**config.mk**
```make
export PLATFORM = sky130hd
export DESIGN_NAME = cella_op_ctrl
export DESIGN_NICKNAME = d
export VERILOG_FILES = /design/src/rtl/cella_pkg.sv /design/src/rtl/cella_phase_timer.sv /design/src/rtl/cella_op_ctrl.sv
export SDC_FILE = /design/constraint.sdc
export NUM_CORES = 1
export LEC_CHECK = 0
export ABC_CLOCK_PERIOD_IN_PS = 1900
export CAP_MARGIN = 20
export CORE_MARGIN = 2
export CORE_UTILIZATION = 40
export CTS_CLUSTER_DIAMETER = 120
export DETAILED_ROUTE_END_ITERATION = 8
export GPL_TIMING_DRIVEN = 0
export PLACE_DENSITY = 0.81
export SLEW_MARGIN = 20
export SYNTH_ARGS = -nofsm -noshare
export SYNTH_HDL_FRONTEND = slang
export SYNTH_SLANG_ARGS = --single-unit
```
**constraint.sdc**
```tcl
create_clock -name clk -period 1.9 [get_ports clk]
set_input_delay 0.38 -clock clk [delete_from_list [all_inputs] [get_ports clk]]
set_output_delay 0.38 -clock clk [all_outputs]
set_load 0.01 [all_outputs]
```
**src/rtl/cella_pkg.sv**
```systemverilog
// Shared definitions for the CELLA array control slice.
// This package holds the op codes, the sequencer state encoding and the default widths.
package cella_pkg;

    localparam int DEF_DATA_W = 8;
    localparam int DEF_ADDR_W = 3;

    localparam logic [1:0] OP_MAC   = 2'd0;
    localparam logic [1:0] OP_CAM   = 2'd1;
    localparam logic [1:0] OP_WRITE = 2'd2;
    localparam logic [1:0] OP_RSVD  = 2'd3;

    localparam logic [2:0] ST_IDLE  = 3'd0;
    localparam logic [2:0] ST_PRECH = 3'd1;
    localparam logic [2:0] ST_DRIVE = 3'd2;
    localparam logic [2:0] ST_SENSE = 3'd3;
    localparam logic [2:0] ST_RESP  = 3'd4;

endpackage

```
**src/rtl/cella_phase_timer.sv**
```systemverilog
// Loadable down-counter that times the precharge and drive phases.
// A load takes priority over the decrement, and the counter stops at zero.
module cella_phase_timer #(
    parameter int unsigned CW = 2
) (
    input  logic          clk,
    input  logic          rst_n,
    input  logic          load,
    input  logic [CW-1:0] load_val,
    output logic          done
);

    logic [CW-1:0] cnt;

    always_ff @(posedge clk or negedge rst_n) begin
        if (!rst_n) begin
            cnt <= '0;
        end else if (load) begin
            cnt <= load_val;
        end else if (cnt != '0) begin
            cnt <= cnt - CW'(1);
        end
    end

    assign done = (cnt == '0);

endmodule

```
**src/rtl/cella_op_ctrl.sv**
```systemverilog
// Command sequencer for the CELLA column array.
// It runs MAC, CAM and WRITE commands through the precharge, drive and sense phases.
module cella_op_ctrl
    import cella_pkg::*;
#(
    parameter int DATA_W   = DEF_DATA_W,
    parameter int ADDR_W   = DEF_ADDR_W,
    parameter int PRE_CYC  = 2,
    parameter int EVAL_CYC = 3
) (
    input  logic                     clk,
    input  logic                     rst_n,
    input  logic                     cmd_valid,
    output logic                     cmd_ready,
    input  logic [1:0]               cmd_op,
    input  logic [ADDR_W-1:0]        cmd_addr,
    input  logic [DATA_W-1:0]        cmd_data,
    output logic                     w_en,
    output logic [ADDR_W-1:0]        addr,
    output logic [DATA_W-1:0]        data,
    output logic [(1<<ADDR_W)-1:0]   wl_en,
    output logic                     pre_en,
    output logic                     sa_en,
    input  logic [DATA_W-1:0]        sa_out,
    output logic                     rsp_valid,
    input  logic                     rsp_ready,
    output logic [DATA_W-1:0]        rsp_data,
    output logic                     rsp_err
);

    localparam int ROWS = 1 << ADDR_W;
    localparam int unsigned MAXC = (PRE_CYC > EVAL_CYC) ? PRE_CYC : EVAL_CYC;
    localparam int unsigned CW = $clog2(MAXC + 1);
    localparam logic [CW-1:0] PRE_LD  = CW'(PRE_CYC - 1);
    localparam logic [CW-1:0] EVAL_LD = CW'(EVAL_CYC - 1);

    logic [2:0]      state;
    logic [1:0]      op_q;
    logic            timer_load;
    logic [CW-1:0]   timer_val;
    logic            timer_done;
    logic [ROWS-1:0] wl_drive;

    assign cmd_ready = (state == ST_IDLE);

    cella_phase_timer #(.CW(CW)) u_timer (
        .clk      (clk),
        .rst_n    (rst_n),
        .load     (timer_load),
        .load_val (timer_val),
        .done     (timer_done)
    );

    always_comb begin
        timer_load = 1'b0;
        timer_val  = PRE_LD;
        if (state == ST_IDLE && cmd_valid && cmd_op != OP_RSVD) begin
            timer_load = 1'b1;
        end else if (state == ST_PRECH && timer_done) begin
            timer_load = 1'b1;
            timer_val  = EVAL_LD;
        end
    end

    always_comb begin
        wl_drive = '0;
        case (op_q)
            OP_MAC:   wl_drive = '1;
            OP_WRITE: wl_drive[addr] = 1'b1;
            default:  wl_drive = '0;
        endcase
    end

    // Strobes are registered from the current state, so they lag the state by one cycle.
    // RESP therefore spends one cycle capturing sa_out before it raises rsp_valid.
    always_ff @(posedge clk or negedge rst_n) begin
        if (!rst_n) begin
            state     <= ST_IDLE;
            op_q      <= OP_MAC;
            w_en      <= 1'b1;
            addr      <= '0;
            data      <= '0;
            wl_en     <= '0;
            pre_en    <= 1'b0;
            sa_en     <= 1'b0;
            rsp_valid <= 1'b0;
            rsp_data  <= '0;
            rsp_err   <= 1'b0;
        end else begin
            pre_en <= (state == ST_PRECH);
            sa_en  <= (state == ST_SENSE);
            if (state == ST_DRIVE) begin
                wl_en <= wl_drive;
            end else if (state != ST_SENSE) begin
                wl_en <= '0;
            end

            case (state)
                ST_IDLE: begin
                    if (cmd_valid) begin
                        op_q  <= cmd_op;
                        w_en  <= (cmd_op == OP_MAC);
                        addr  <= cmd_addr;
                        data  <= cmd_data;
                        state <= (cmd_op == OP_RSVD) ? ST_RESP : ST_PRECH;
                    end
                end
                ST_PRECH: begin
                    if (timer_done) state <= ST_DRIVE;
                end
                ST_DRIVE: begin
                    if (timer_done) state <= (op_q == OP_WRITE) ? ST_RESP : ST_SENSE;
                end
                ST_SENSE: state <= ST_RESP;
                ST_RESP: begin
                    if (!rsp_valid) begin
                        rsp_valid <= 1'b1;
                        rsp_err   <= (op_q == OP_RSVD);
                        rsp_data  <= (op_q == OP_MAC || op_q == OP_CAM) ? sa_out : '0;
                    end else if (rsp_ready) begin
                        rsp_valid <= 1'b0;
                        state     <= ST_IDLE;
                    end
                end
                default: state <= ST_IDLE;
            endcase
        end
    end

endmodule
```
==> results of run 1 <==
power groups by stage:
stage / clock network, W / logic (W) / registers [W]
floorplan: 0 / 0.000860 / 0.00158
global placement: 0 / 0.00182 / 0.00146
detailed placement: 0 / 0.00186 / 0.00148
CTS: 0.000559 / 0.00187 / 0.00147
global route: 0.000601 / 0.00205 / 0.00153
finish: 0.000533 / 0.00186 / 0.00147
tightest hold or removal path: stages (launching register included):
cell	delay, ns
dfrtp_1	0.35
nand2_1	0.05
o21ai_0	0.06
layer usage:
metal | GRT usage | vias to the layer above | wire length (um) | part of all wire
li1 | - | 646 | - | -
met1 | 0.193 | 629 | 1510 | 0.41
met2 | 0.298 | 49 | 1780 | 0.49
met3 | 0.0568 | 6 | 313 | 0.086
met4 | 0.0784 | 0 | 44 | 0.012
met5 | 0 | - | 0 | 0
cells in the mapped netlist, drive strengths merged:
cell     n  area, um^2
a21o     1        7.51
nor2     4        22.5
nor3     1        10.0
or3b     2        20.0
a22o     8        70.1
o21ai   19        95.1
dfrtp   38         951
inv      4        15.0
o32ai    1        8.76
a31oi    1        6.26
nor2b    1        6.26
nand3b   1        7.51
and2     2        12.5
nand2b  10        62.6
o211ai   1        7.51
and3b    1        8.76
o31ai    2        15.0
nand2   20        75.1
clkbuf   4        15.0
ha       1        12.5
a31o     1        8.76
dfstp    1        26.3
a21oi    1        5.00
mux2    15         173
buf      3        17.5
o22ai    1        6.26
nand3    3        15.0
per-stage QoR:
stage	hold WS (ns)	power [W]	worst slack, ns	util	instances
4_1_cts	0.494	0.00389	0.0384	0.601	264
3_5_place_dp	0.291	0.00335	-0.0636	0.578	255
5_1_grt	0.526	0.00418	0.00377	0.604	264
3_3_place_gp	0.461	0.00327	-0.508	0.574	254
2_1_floorplan	0.0844	0.00244	0.174	-	147
6_report	0.493	0.00386	0.0937	0.604	264
cell families after synthesis:
group / Yosys count
fa+ha+maj: 1
simple gates: 45
compound gates: 36
mux: 15
buf+inv: 11
flops: 39
state kept, by name (all words and copies together) (netlist names):
name,flops
rsp_valid,1
op_q,2
state,3
data,8
u_timer.cnt,2
wl_en,8
rsp_err,1
rsp_data,8
w_en,1
sa_en,1
pre_en,1
addr,3
worst paths after layout:
check | from | endpoint | slack [ns] | depth (start not counted)
min in group asynchronous | rst_n | rsp_data[0] | 0.51 | 2
worst max register to register | u_timer.cnt[0] | state[1] | 0.09 | 6
worst min-delay path | rsp_data[0] | rsp_data[0] | 0.49 | 2
max in group asynchronous | rst_n | w_en | 0.88 | 3
worst min register to register | rsp_data[0] | rsp_data[0] | 0.49 | 2
worst max-delay path | u_timer.cnt[0] | state[1] | 0.09 | 6
what timing repair did:
action,in CTS,in global routing
hold buffers,1,0
gates resized for setup,1,2
endpoints found under the setup margin,1,2
hold endpoints to repair,12,0
pin swaps,1,0
final cells by class:
class,instances,area share
Multi-Input combinational cell,97,0.274
Clock inverter,2,0.00514
Timing Repair Buffer,59,0.244
Tap cell,50,0.0257
Buffer,7,0.0134
Clock buffer,6,0.0298
Sequential cell,39,0.402
Inverter,4,0.00617
==> impl_metrics.yaml, run 1 <==
run_status:
  outcome: "complete, no violations"
sta:
  clock_skew_ns: 0.00517
  hold_violations: 0
  slew_headroom: 0.722
  worstMarginPinSlew_ns: 0.417
  setup_violations: 0
  rsz0062_at_grt: "false"
  post-route-min-period_ns: 1.81
  fin_tns_setup_ns: 0
  slew_viol_final: 0
  period_share: 0.951
  max_freq_ghz: 0.554
final_layout:
  regArea_um2: 977
  antenna_cells: 0
  nets: 239
  multi_input_area_um2: 666
  area_growth_pct: 44.8
  final_common_cell: "clkdlybuf4s50_1"
  final_area_um2: 2430
  mostFrequentLayoutCells: "clkdlybuf4s50_1, dfrtp_1, nand2_1"
  fillers: 363
  drive_gt1_frac: 0.159
setup_path:
  cpPeakStageDelay_ns: 0.36
  crit_arrival_ns: 1.98
  cp_num_buf_inv: 1
  crit_family: "multiplexers"
  cp-start-kind: "flip-flop"
  cp_max_fo: 7
  path_cells: "inv_1 > ha_1 > mux2_2 > o32ai_2 > a31o_2 > mux2_4"
  slowest_stage: "dfrtp_1"
  path_class: "flip-flop to flip-flop"
  cp_data_required_time_ns: 2.07
  end_kind: "flip-flop"
placed_design:
  gp_congestion: 0.798
  hpwl_um: 2710
  io_buffers: 57
  place_area_um2: 2330
synth:
  syn_nets: 173
  synthXorXnorAreaFrac: 0
  synthMuxAreaShare: 0.103
  synth_compound_area_frac: 0.137
  ys_ff_latch: 39
  syn_area_um2: 1680
  yosys.area_share.simple: 0.143
  synth_top_family_by_area: "simple AND/OR/NAND/NOR gates"
  yosysSeqAreaShare: 0.582
  yosys.area_share.adder: 0.00745
  yosysWarnings: 0
  synthCells: 147
  synth_area_per_cell_um2: 11.4
  synth.distinct_cells: 31
drt:
  num_vias: 1330
  drtIter0Drc: 45
  drt.antenna.violating_nets: 0
  wl_per_cell_um: 13.8
  dr.pass1.iters: 4
  wl_um: 3650
  drc: 0
  vias_per_cell: 5.04
global_routing:
  antenna_found_initial: 0
  grt_pass1_vias: 1301
  grt_pass1_wl_um: 5900
  grt_overflow: 0
  grt_max_degree: 28
  grt.total_usage: 0.173
pwr:
  pwr_density_cell_nw_per_um2: 1590
  comb_power_share: 0.481
  switching_share: 0.347
  peakVddDrop_mv: 0.625
  seq_power_share: 0.381
  pwr-share-clk: 0.138
  p_leak_nw: 1.05
  p_int_w: 0.00252
  p_sw_w: 0.00134
floorplanning:
  std_cell_rows: 23
  die_area_um2: 4740
  start_util: 0.417
  die_x_um: 68.8
  core_area_um2: 4030
  die_y_um: 68.8
  boundaryPins: 58
clock_tree:
  cts_setup_buffers: 0
  cts-root-buf: "clkbuf_8"
  ctsLongestPathBuffers: 2
  clkTransAtPathRegs_ns: 0.07
  clkSinkCount: 39
  clk_latency_ns: 0.29
  cts_buffers: 5
  htreeDepth: 2
  cts_tree: "done"
job:
  maxCapViolCount: 0
min_path:
  hp-class: "flip-flop to flip-flop"
(Power assumes the default switching activity.)
==> run 2: changes to the inputs <==
--- a/config.mk
+++ b/config.mk
@@ -8,11 +8,11 @@
 export ABC_CLOCK_PERIOD_IN_PS = 1900
 export CAP_MARGIN = 20
 export CORE_MARGIN = 2
-export CORE_UTILIZATION = 40
+export CORE_UTILIZATION = 44
 export CTS_CLUSTER_DIAMETER = 120
 export DETAILED_ROUTE_END_ITERATION = 8
 export GPL_TIMING_DRIVEN = 0
-export PLACE_DENSITY = 0.81
+export PLACE_DENSITY = 0.87
 export SLEW_MARGIN = 20
 export SYNTH_ARGS = -nofsm -noshare
 export SYNTH_HDL_FRONTEND = slang
==> run 2 against run 1 <==
First-iteration DRC count up 62%. Total power up 1.2%. Count of clock-buffer cells in the layout up 2. Critical endpoint unchanged. Largest cell class unchanged.
==> impl_metrics.yaml, run 2 (synthesized netlist as in run 1, its figures left out) <==
run_status:
  outcome: "complete, no violations"
final_layout:
  antenna_cells: 0
  reg_top3: "data: 8 flops, rsp_data: 8 flops, wl_en: 8 flops"
  fillers: 295
  final_area_um2: 2440
  drive_gt1_frac: 0.159
  nets: 239
  final_common_cell: "clkdlybuf4s50_1"
  mostFrequentLayoutCells: "clkdlybuf4s50_1, dfrtp_1, nand2_1"
  area_growth_pct: 45.5
drt:
  drc: 0
  drtIter0Drc: 73
  vias_per_cell: 5.12
  wl_per_cell_um: 13.5
  dr.pass1.iters: 3
  wl_um: 3530
  drt.antenna.violating_nets: 0
  num_vias: 1341
setup_path:
  worst-r2r-cell-count: 6
  cpPeakStageDelay_ns: 0.38
  slowest_stage: "dfrtp_1"
  end_kind: "flip-flop"
  cp-start-kind: "flip-flop"
  crit_arrival_ns: 1.95
  cp_max_fo: 7
  path_cells: "inv_1 > ha_2 > mux2_2 > o32ai_2 > a31o_2 > mux2_4"
  cp_data_required_time_ns: 2.08
  path_class: "flip-flop to flip-flop"
clock_tree:
  ctsLongestPathBuffers: 2
  cts_tree: "done"
  cts_buffers: 5
  cts_setup_buffers: 0
  clk_latency_ns: 0.29
  htreeDepth: 2
  cts-root-buf: "clkbuf_8"
  clkSinkCount: 39
  clkTransAtPathRegs_ns: 0.07
sta:
  period_share: 0.934
  slew_viol_final: 0
  hold_violations: 0
  clock_skew_ns: 0.00641
  setup_violations: 0
  rsz0062_at_grt: "false"
  slew_headroom: 0.738
  post-route-min-period_ns: 1.77
  max_freq_ghz: 0.564
  worstMarginPinSlew_ns: 0.392
pwr:
  total_power_w: 0.00391
  p_leak_nw: 1.05
  pwr_density_cell_nw_per_um2: 1600
  peakVddDrop_mv: 0.989
floorplanning:
  die_area_um2: 4330
  core_area_um2: 3660
  die_x_um: 65.8
  boundaryPins: 58
  die_y_um: 65.8
  start_util: 0.459
  std_cell_rows: 22
global_routing:
  grt_overflow: 0
  grt.total_usage: 0.185
  antenna_found_initial: 0
  grt_max_degree: 27
  grt_pass1_vias: 1407
  grt_pass1_wl_um: 6130
placed_design:
  hpwl_um: 2640
  io_buffers: 57
  gp_congestion: 0.805
  place_area_um2: 2330
job:
  maxCapViolCount: 0
min_path:
  hold_depth: 2
  hp-class: "flip-flop to flip-flop"
[run 2: metal layers]
layer	track usage	wire length (um)	vias up
li1	-	-	649
met1	0.221	1500	638
met5	0	0	-
met4	0.0781	47	0
met3	0.0545	227	7
met2	0.311	1760	47
[run 2: worst max-delay path, delay by kind of cell, from the launching register on]
kind            cells  cell delay, ns
fa+ha+maj           1            0.22
compound gates      2            0.43
flops               1            0.38
mux                 2            0.58
buf+inv             1            0.06
[run 2: repair_timing]
item / 4_1_cts / 5_1_grt
resized for setup: 2 / 1
hold buffers: 1 / 0
setup endpoints to repair: 2 / 1
endpoints found under the hold margin: 9 / 0
cloned: 0 / 0
[run 2: final timing paths]
check                          startpoint           to  slack, ns
min in group asynchronous           rst_n  rsp_data[3]       0.52
setup / recovery           u_timer.cnt[0]     state[1]       0.13
hold reg to reg               rsp_data[3]  rsp_data[3]       0.48
max in group asynchronous           rst_n     wl_en[2]       0.92
setup reg to reg           u_timer.cnt[0]     state[1]       0.13
hold / removal                rsp_data[3]  rsp_data[3]       0.48
[run 2: area by class of cell]
cell class	count	area, um^2	share of cell area
flip-flops and latches	39	977	0.400
multi-input cells	97	666	0.272
repair buffers	59	594	0.243
clock buffers	8	100	0.0409
well taps	48	60.1	0.0246
plain buffers	7	32.5	0.0133
inverters	4	15.0	0.00614
[run 2: where the power goes]
group | switching [W] | internal (W)
sequential | 0.000259 | 0.00120
clock | 0.000268 | 0.000331
combinational | 0.000783 | 0.00107
[run 2: stage by stage]
stage	setup TNS, ns	std cells	utilization	setup WS (ns)	hold slack [ns]
6_report	0	262	0.668	0.125	0.479
4_1_cts	0	262	0.667	0.0628	0.486
2_1_floorplan	0	147	-	0.174	0.0844
3_5_place_dp	-0.0873	253	0.635	-0.0873	0.308
3_3_place_gp	-16.98	252	0.631	-0.444	0.461
5_1_grt	0	262	0.668	0.0172	0.508
==> variant: new RTL, flow settings as in run 2 <==
`PRE_CYC`: 2 -> 1.
--- a/src/rtl/cella_op_ctrl.sv
+++ b/src/rtl/cella_op_ctrl.sv
@@ -7,3 +7,3 @@
     parameter int ADDR_W   = DEF_ADDR_W,
-    parameter int PRE_CYC  = 2,
+    parameter int PRE_CYC  = 1,
     parameter int EVAL_CYC = 3
Behaviour: not the same (a bounded check fails within 4 cycles, from zero or initial values and one cycle with rst_n low).
==> variant against run 2 <==
Power rose by 1.9%. Worst setup slack got worse by 0.031 ns. Synthesized area rose by 5.1%. Design area rose by 3.7%. Routed wire length rose by 2.1%. Combinational power rose by 2%. Sequential cell count did not move. Utilization fell by 2.5 points.
==> variant: results (changes against run 2) <==
metric	value	unit	change
drt initial violations	35		was 73
Final Non-Filler Cells	270		was 262
Setup CP Type	reg2out		was reg2reg
Seq area share	38.6	%	was 40.0%
Rel. slew slack	69.5	%	was 73.8%
Hold WS	0.473	ns	was 0.479 ns
cell count after placement	261		was 253
FF-to-FF path depth	4		was 6
Gate Count Post-Synth	153		was 147
Nets	245		was 239
critical path's top delay family	flip-flops		was multiplexers
Multi-input gate area	714	sq um	was 666 sq um
routed len/inst	13.4	um	was 13.5 um
ClkCell Share	4.44	%	was 4.09%
top cells by area, synth	dfrtp_1 (54%), mux2_2 (4.5%), nand2_1 (4.3%), a22o_1 (4.0%), mux2_1 (3.8%)		was dfrtp_1 (57%), mux2_2 (9.4%), o21ai_0 (5.7%), nand2_1 (4.5%), a22o_1 (4.2%)
commonest cells in the netlist	dfrtp_1 (38), nand2_1 (20), o21ai_1 (11), nand2b_1 (10), a22o_1 (8)		was dfrtp_1 (38), nand2_1 (20), o21ai_0 (19), mux2_2 (14), nand2b_1 (10)
drt first pass iters	4		was 3
Post-DP HPWL	2680	um	was 2640 um
multi-input gates	101		was 97
crit path from	state[0]		was u_timer.cnt[0]
synth unique cells	36		was 31
peak supply drop	0.844	mV	was 0.989 mV
first-pass GRT wire length	6030	um	was 6130 um
slowest stage delay, CP	0.48	ns	was 0.38 ns
Crit Path Max Fanout	10		was 7
pin count of the biggest net entering global routing	32		was 27
layout cells sized above 1	15.9	%	about the same
Tmin final	1.81	ns	was 1.77 ns
worst r2r dst	data[0]		was state[1]
R2R setup slack	0.29	ns	was 0.13 ns
outcome	finished, final reports clean		unchanged
## variant: kinds of logic after synthesis
| kind of cell | Yosys count | synth area share [%] |
|---|---|---|
| buffers and inverters | 13 | 4.18 |
| muxes | 14 | 9.14 |
| DFF | 39 | 55.4 |
| adders and majority gates | 1 | 0.709 |
| xor gates and xnor gates | 1 | 0.496 |
| and+or+nand+nor | 49 | 16.6 |
| AOI/OAI and AO/OA | 36 | 13.5 |
## variant: report_power, final
group	switching, uW	internal [uW]	total, uW	leakage [uW]
logic	843	1040	1890	0.000548
clock network	301	391	692	0.0000581
registers	235	1170	1410	0.000489
total	1380	2610	3980	0.00109
## variant: timing repair
action / in CTS / in global routing
endpoints found under the setup margin: 1 / 0
hold buffers: 1 / 0
resized for setup: 2 / 0
endpoints found under the hold margin: 8 / 0
## variant: layer usage
layer  share of wire, %  wire, um  vias up  GRT usage [%]
li1                   -         -      664              -
met1                 44      1590      650           21.1
met2                 47      1680       51           30.3
met3                7.7       277        8           6.17
met4                1.8        64        0           7.65
met5                  0         0        -              0
